**config.mk**
```make
export PLATFORM = sky130hd
export DESIGN_NAME = ram_loader
export DESIGN_NICKNAME = d
export VERILOG_FILES = /design/src/rtl/ram_loader.sv
export SDC_FILE = /design/constraint.sdc
export NUM_CORES = 1
export LEC_CHECK = 0
export BUFFER_PORTS_ARGS = -buffer_cell sky130_fd_sc_hd__buf_2
export CAP_MARGIN = 20
export CORE_AREA = 2 2 56 111
export DETAILED_ROUTE_END_ITERATION = 12
export DIE_AREA = 0 0 58 113
export MAX_ROUTING_LAYER = met4
export PLACE_DENSITY = 0.68
export SYNTH_ARGS = -nofsm -noshare
export SYNTH_HDL_FRONTEND = slang
export SYNTH_SLANG_ARGS = --single-unit
```
**constraint.sdc**
```tcl
create_clock -name clk -period 6.35 [get_ports clk]
set_clock_uncertainty 0.05 [all_clocks]
set_input_delay 0.3175 -clock clk [delete_from_list [all_inputs] [get_ports clk]]
set_output_delay 0.3175 -clock clk [all_outputs]
set_load 0.005 [all_outputs]
```
**src/rtl/ram_loader.sv**
```systemverilog
// ---------------------------------------------------------------------------
// ram_loader
//
// Writer side of the microcomputer's program RAM. Accepts DEPTH bytes over a
// valid/ready stream, writes them to addresses 0..DEPTH-1 while keeping a
// running checksum, then reads the whole RAM back and compares checksums.
// The computer is held in clear until a load has been verified.
//
// Ports:
//   clk        system clock, rising edge
//   reset      synchronous active-high reset
//   start      one-cycle pulse starting a load (IDLE/DONE/ERROR only)
//   data_in    byte to load
//   data_valid data_in is valid
//   data_ready loader can accept a byte this cycle
//   ram_we     RAM write strobe
//   ram_addr   RAM address (write or read)
//   ram_wdata  RAM write data
//   ram_rdata  RAM read data, valid one cycle after ram_addr with ram_we=0
//   cpu_clear  1 = computer held in clear
//   busy       high during LOAD and VERIFY
//   done       verified program present
//   error      readback checksum mismatch
// ---------------------------------------------------------------------------
module ram_loader #(
  parameter int ADDR_W = 4,
  parameter int DATA_W = 8,
  parameter int DEPTH  = 16
) (
  input  logic              clk,
  input  logic              reset,
  input  logic              start,
  input  logic [DATA_W-1:0] data_in,
  input  logic              data_valid,
  output logic              data_ready,
  output logic              ram_we,
  output logic [ADDR_W-1:0] ram_addr,
  output logic [DATA_W-1:0] ram_wdata,
  input  logic [DATA_W-1:0] ram_rdata,
  output logic              cpu_clear,
  output logic              busy,
  output logic              done,
  output logic              error
);

  // One extra bit so DEPTH itself is representable and the count never wraps.
  localparam int CNT_W = ADDR_W + 1;
  localparam logic [CNT_W-1:0] DEPTH_C      = CNT_W'(DEPTH);
  localparam logic [CNT_W-1:0] LAST_ADDR_C  = CNT_W'(DEPTH - 1);

  typedef enum logic [2:0] {
    IDLE,
    LOAD,
    VERIFY,
    DONE,
    ERROR
  } state_t;

  state_t             state_reg;
  logic [CNT_W-1:0]   cnt_reg;
  logic [DATA_W-1:0]  sum_w_reg;
  logic [DATA_W-1:0]  sum_r_reg;

  logic [CNT_W-1:0]   cnt_inc;
  logic [DATA_W-1:0]  sum_r_next;

  assign cnt_inc    = cnt_reg + 1'b1;
  // Carry discarded: checksum is modulo 2**DATA_W.
  assign sum_r_next = sum_r_reg + ram_rdata;

  always_ff @(posedge clk) begin
    if (reset) begin
      state_reg  <= IDLE;
      cnt_reg    <= '0;
      sum_w_reg  <= '0;
      sum_r_reg  <= '0;
      data_ready <= 1'b0;
      ram_we     <= 1'b0;
      ram_addr   <= '0;
      ram_wdata  <= '0;
      busy       <= 1'b0;
      done       <= 1'b0;
      error      <= 1'b0;
      cpu_clear  <= 1'b1;
    end else begin
      case (state_reg)
        IDLE, DONE, ERROR: begin
          if (start) begin
            state_reg  <= LOAD;
            cnt_reg    <= '0;
            sum_w_reg  <= '0;
            sum_r_reg  <= '0;
            data_ready <= 1'b1;
            busy       <= 1'b1;
            done       <= 1'b0;
            error      <= 1'b0;
            cpu_clear  <= 1'b1;
          end
        end

        LOAD: begin
          ram_we <= 1'b0;
          if (cnt_reg == DEPTH_C) begin
            // Reached only in the cycle carrying the final write strobe;
            // present address 0 straight away so VERIFY reads on its first cycle.
            state_reg  <= VERIFY;
            cnt_reg    <= '0;
            data_ready <= 1'b0;
            ram_addr   <= '0;
          end else if (data_valid && data_ready) begin
            sum_w_reg  <= sum_w_reg + data_in;
            ram_we     <= 1'b1;
            ram_addr   <= cnt_reg[ADDR_W-1:0];
            ram_wdata  <= data_in;
            cnt_reg    <= cnt_inc;
            data_ready <= (cnt_inc < DEPTH_C);
          end
        end

        VERIFY: begin
          // cnt_reg is the cycle index k within VERIFY: address k is on the
          // bus during cycle k and its data is captured at the end of cycle k+1.
          if (cnt_reg != '0) begin
            sum_r_reg <= sum_r_next;
          end
          if (cnt_reg < LAST_ADDR_C) begin
            ram_addr <= cnt_inc[ADDR_W-1:0];
          end
          if (cnt_reg == DEPTH_C) begin
            busy <= 1'b0;
            // Compare against the sum including this cycle's final capture.
            if (sum_r_next == sum_w_reg) begin
              state_reg <= DONE;
              done      <= 1'b1;
              cpu_clear <= 1'b0;
            end else begin
              state_reg <= ERROR;
              error     <= 1'b1;
              cpu_clear <= 1'b1;
            end
          end else begin
            cnt_reg <= cnt_inc;
          end
        end

        default: begin
          state_reg <= IDLE;
        end
      endcase
    end
  end

endmodule

```
# --- Word level (Yosys, flattened, before mapping) ---
# Cells that the tools add are included.
totals:
  word_cells: 91
  output_inout_bits: 18
  inputBits: 20
  ff_bits: 42
op_classes:
  n_eq_ne: 17
  magnitude_cmp: 2
  add_sub_neg: 3
  n_mux: 38
  bitwise_logic: 1
  n_reduce_logical: 18
op_table:
  columns: ["cell", "count"]
  rows:
  - ["$mux 8", 4]
  - ["$pmux 8 s2", 2]
  - ["$mux 5", 4]
  - ["$ne 2x2->1 const B", 10]
  - ["$reduce_and 3->1", 6]
  - ["$add 8x8->8", 2]
  - ["$reduce_and 4->1", 4]
  - ["$pmux 5 s3", 1]
  - ["$mux 1", 13]
  - ["$mux 3", 4]
  - ["$mux 4", 3]
  - ["$pmux 1 s2", 5]
  - ["$pmux 3 s3", 1]
  - ["$eq 8x8->1", 1]
  - ["$pmux 4 s2", 1]
  - ["$eq 3x2->1 const B", 2]
  - ["$reduce_bool 2->1", 3]
  - ["$add 5x1->5 const B", 1]
  - ["$eq 5x5->1 const B", 1]
  - ["$lt 5x4->1 const B", 1]
  - ["$lt 5x5->1 const B", 1]
  - ["$reduce_bool 5->1", 1]
  - ["$eq 3x1->1 const B", 1]
  - ["$eq 3x3->1 const B", 1]
  - ["other kinds (6)", 6]

# --- Depth between registers and ports, before layout ---
depth:
  word_depth: 5
  mapped_depth: 9
  mapped_depth_nobuf: 9

# --- Worst setup path before layout ---
# OpenSTA, ideal clock, no wires.
synth_path:
  kind: "input to register"
  start: "input port ram_rdata[0]"
  end: "register done"
  setup_ns: 0.059
  stages: 9
  t_required_ns: 6.241
  path_buffers: 0
  setup_slack_ns: 3.876
  arrival_ns: 2.365
  cell_sequence: "ha_1 > inv_1 > fa_1 > nand2b_1 > o2bb2ai_1 > xnor2_1 > a2111o_1 > nor4_4 > a22o_1"
synth_between:
  elab_chain_cells: 4
synth_lines:
  columns: ["element", "line", "source"]
  rows:
  - ["start: declaration", "39", "input logic [DATA_W-1:0] ram_rdata,"]
  - ["$add 8x8->8", "69", "assign sum_r_next = sum_r_reg + ram_rdata;"]
  - ["$eq 8x8->1", "132", "if (sum_r_next == sum_w_reg) begin"]
  - ["$ne 2x2->1 (no line)", null, null]
  - ["$reduce_and 4->1 (no line)", null, null]
  - ["end signal: assignment", "82", "done <= 1'b0;"]
  - ["end signal: assignment", "95", "done <= 1'b0;"]
  - ["end signal: assignment", "134", "done <= 1'b1;"]
  - ["end: declaration", "42", "output logic done,"]
# Every way passes these cells.
# A chain may end at the register's enable or synchronous reset.

# --- Final worst setup path ---
layout_path:
  start: "register sum_r_reg[0]"
  end: "register done"
layout_between:
  elab_chain_cells: 4
layout_lines:
  columns: ["element", "line", "source"]
  rows:
  - ["start: declaration", "62", "logic [DATA_W-1:0] sum_r_reg;"]
  - ["start signal: assignment", "124", "sum_r_reg <= sum_r_next;"]
  - ["$add 8x8->8", "69", null]
  - ["$eq 8x8->1", "132", null]
  - ["$ne 2x2->1 (no line)", null, null]
  - ["$reduce_and 4->1 (no line)", null, null]
# Every way passes these cells.

==> flow_summary_export.csv <==
group,metric,value,unit
synthesis,ys_warn_count,0,
route,ant_nets,0,
placed_design,dp_hpwl,4.752,mm
cts,ctsResizeCount,0,
sta,fmax,371.5,MHz
route,vias_per_cell,5.847,
synthesis,synth.net_count,365,
die,initial_core_util,0.4675,
sta,slew_headroom,0.4413,
sta,hold_viol,0,
critical_path,crit_required,6.53,ns
route,firstDrtPassIters,4,
cts,cts_root_buf,"clkbuf_16",
layout,layout_commonest_cell,"dfxtp_1",
placed_design,port_buffers,37,
synthesis,syn_area,0.002646,mm2
critical_path,worst-r2r-cell-count,9,
power_and_ir_drop,powerDensity,201.5,mW/mm2
cts,cts_setup_buffers,0,
route,drc,0,
sta,post-route-period-util,0.4239,
synthesis,async_flop_share,0,
die,die_y,113,um
synthesis,synth_area_per_cell,8.093,um2
critical_path,crit_chain,"ha_1 -> inv_1 -> fa_1 -> nand2b_1 -> o2bb2ai_1 -> xnor2_1 -> a2111o_1 -> nor4_4 -> a22o_1",
die,num_rows,39,
die,coreArea,0.005660,mm2
global_routing,antenna_found_initial,0,
outcome,outcome,"completed",
synthesis,synth-xor-area-share,0.06809,
layout,final_util,0.5307,
synthesis,synth_compound_area_frac,0.2161,
synthesis,synth-simple-area-share,0.2397,
layout,nets,394,
global_routing,grt_usage,0.2167,
global_routing,grt_pass1_vias,2504,
route,avgRoutedWirePerCell,15.24,um
sta,tightest_slew,0.8380,ns
sta,slew_violations,0,
critical_path,cp_num_buf_inv,1,
synthesis,synth-edff-count,0,
cts,cts_buffers,5,
cts,path_clk_slew,0.06,ns
sta,fin_tns_setup,0,ns
power_and_ir_drop,power_leakage,0.001205,uW
layout,nFillCells,568,
layout,layout_common_cells,"dfxtp_1, a21oi_1, nor2_1, buf_2, nand2_1",
layout,regArea,840.8,um2
die,die-area,0.006554,mm2
synthesis,synth_top_family_by_area,"simple AND/OR/NAND/NOR gates",
layout,area_delta_synth_final,13.52,%
cts,clkSinkCount,42,
power_and_ir_drop,irDropWorstVdd,201.7,uV
route,wl,6.369,mm
hold_path,worstHoldPathType,"in -> reg",
critical_path,slowest_delay,0.45,ns
layout,insertedDiodeCount,0,
placed_design,place.gp.congestion,0.9258,
hold_path,holdPathEnd,"ram_wdata[0]$_SDFFE_PP0P_",
sta,grt_setup_unrepaired,"no",
critical_path,worstSetupEndpointType,"flop",
global_routing,grt-ovfl-total,0,
die,io_pins,38,
critical_path,r2r_start,"sum_r_reg[0]$_SDFFE_PP0P_",
cts,cts_tree,"yes",
synthesis,synth.mux.area_fraction,0.02695,
synthesis,synth_flop_cell,"dfxtp_1",
synthesis,yosysUniqueCellTypes,62,
global_routing,grt_max_degree,47,
critical_path,arrival,2.87,ns
route,num_vias,2444,
synthesis,yosys.area_share.adder,0.09078,
route,drt_iter0_drc,67,
global_routing,grt_first_pass_wirelength,10.88,mm
layout,drive_above_1_share,0.1625,
synthesis,synth_seq_cells,42,
synthesis,synthCells,327,
layout,multi_input_area,0.001698,mm2
sta,finalCriticalPeriod,2.692,ns
critical_path,cp_top_family,"compound AO/OA/AOI/OAI gates",
synthesis,synth_seq_area_share,0.3177,
sta,setup_viol,0,
critical_path,cp-start-kind,"flop",
hold_path,min_path_cells,3,
critical_path,worstPathMaxFanout,6,
critical_path,r2r_end,"done$_SDFFE_PP0P_",
cts,cts_max_level,2,
critical_path,path_class,"reg -> reg",
cts,clk_path_buf_depth,2,
critical_path,slowest_stage,"a2111o_1",
die,die_x,58,um
cts,clock_latency,0.29,ns
job,max-cap-violations,0,
hold_path,hold_path.startpoint,"data_in[0]",
cts,cts_hold_buffers,0,
critical_path,ff2ff_setup_slack,3.66,ns
## metrics by stage
step | std cells | total power [uW] | hold slack [ns] | setup WS (ns) | area [um2]
finish | 418 | 605.2 | 0.2315 | 3.658 | 3004
floorplan | 327 | 325.3 | 0.3987 | 3.876 | 2646
global route | 418 | 631.4 | 0.2448 | 3.423 | 3004
global placement | 410 | 346.7 | 0.3901 | 3.661 | 2853
detailed placement | 410 | 347.3 | 0.3981 | 3.583 | 2853
CTS | 418 | 614.6 | 0.2249 | 3.648 | 3004
## worst reg2reg max path, cell delays in order, from the launching register on
cell and delay (ns):
dfxtp_1 0.33, ha_1 0.19, inv_1 0.06, fa_1 0.40, nand2b_1 0.20, o2bb2ai_1 0.20
xnor2_1 0.15, a2111o_1 0.45, nor4_4 0.40, a22o_1 0.20
## cells by family (layout without fill, tap and decap cells)
logic type / count (synthesis) / in the layout
AO/OA/AOI/OAI: 89 / 89
XOR/XNOR: 19 / 19
adder cells (fa/ha/maj): 18 / 18
buffers and inverters: 27 / 57
flip-flops: 42 / 42
multiplexers: 7 / 7
AND/OR/NAND/NOR: 125 / 125
## power breakdown
group          switching [uW]  internal, uW  leakage [uW]  total [uW]
Sequential               5.49           268      0.000340         274
Clock                     108           156     0.0000729         264
Combinational            40.8          27.2      0.000793        68.0
## how the worst max path moves through the flow
stage,start,end,cells after the start
2_1_floorplan,ram_rdata[0],done$_SDFFE_PP0P_,9
3_3_place_gp,ram_rdata[0],done$_SDFFE_PP0P_,10
3_5_place_dp,ram_rdata[0],error$_SDFFE_PP0P_,10
4_1_cts,sum_r_reg[0]$_SDFFE_PP0P_,error$_SDFFE_PP0P_,9
5_1_grt,sum_r_reg[0]$_SDFFE_PP0P_,done$_SDFFE_PP0P_,9
6_report,sum_r_reg[0]$_SDFFE_PP0P_,done$_SDFFE_PP0P_,9
## synthesized netlist by cell type, types with 3 or more instances
cell,n,area share
a211oi_1,4,0.011
a21o_1,3,0.0085
a21oi_1,38,0.072
a22oi_1,6,0.017
buf_2,4,0.0076
clkbuf_1,11,0.016
dfxtp_1,42,0.32
ha_1,16,0.076
inv_1,10,0.014
mux2i_1,6,0.023
nand2_1,32,0.045
nand2b_1,3,0.0071
nand3_1,14,0.026
nor2_1,37,0.052
nor2b_1,4,0.0095
nor3_1,8,0.015
nor3b_1,3,0.0085
o21ai_0,12,0.023
o21bai_1,3,0.0085
or3_1,3,0.0071
xnor2_1,13,0.043
xor2_1,5,0.017
## per-layer routing
| layer | GRT usage | up-vias | wire length (um) |
|---|---|---|---|
| met1 | 0.1991 | 1152 | 2333 |
| met4 | 0.1132 | 0 | 263 |
| li1 | - | 1229 | - |
| met5 | - | - | 0 |
| met3 | 0.02743 | 18 | 125 |
| met2 | 0.4114 | 45 | 3646 |
## final cells by class
type | instances | area share
timing repair buffer | 39 | 0.06664
clock buffer | 6 | 0.04623
multi-input combinational | 258 | 0.5652
sequential | 42 | 0.2799
clock inverter | 2 | 0.004165
inverter | 10 | 0.01249
tap | 61 | 0.02541
Note: power is estimated with default switching activity, not from simulation.
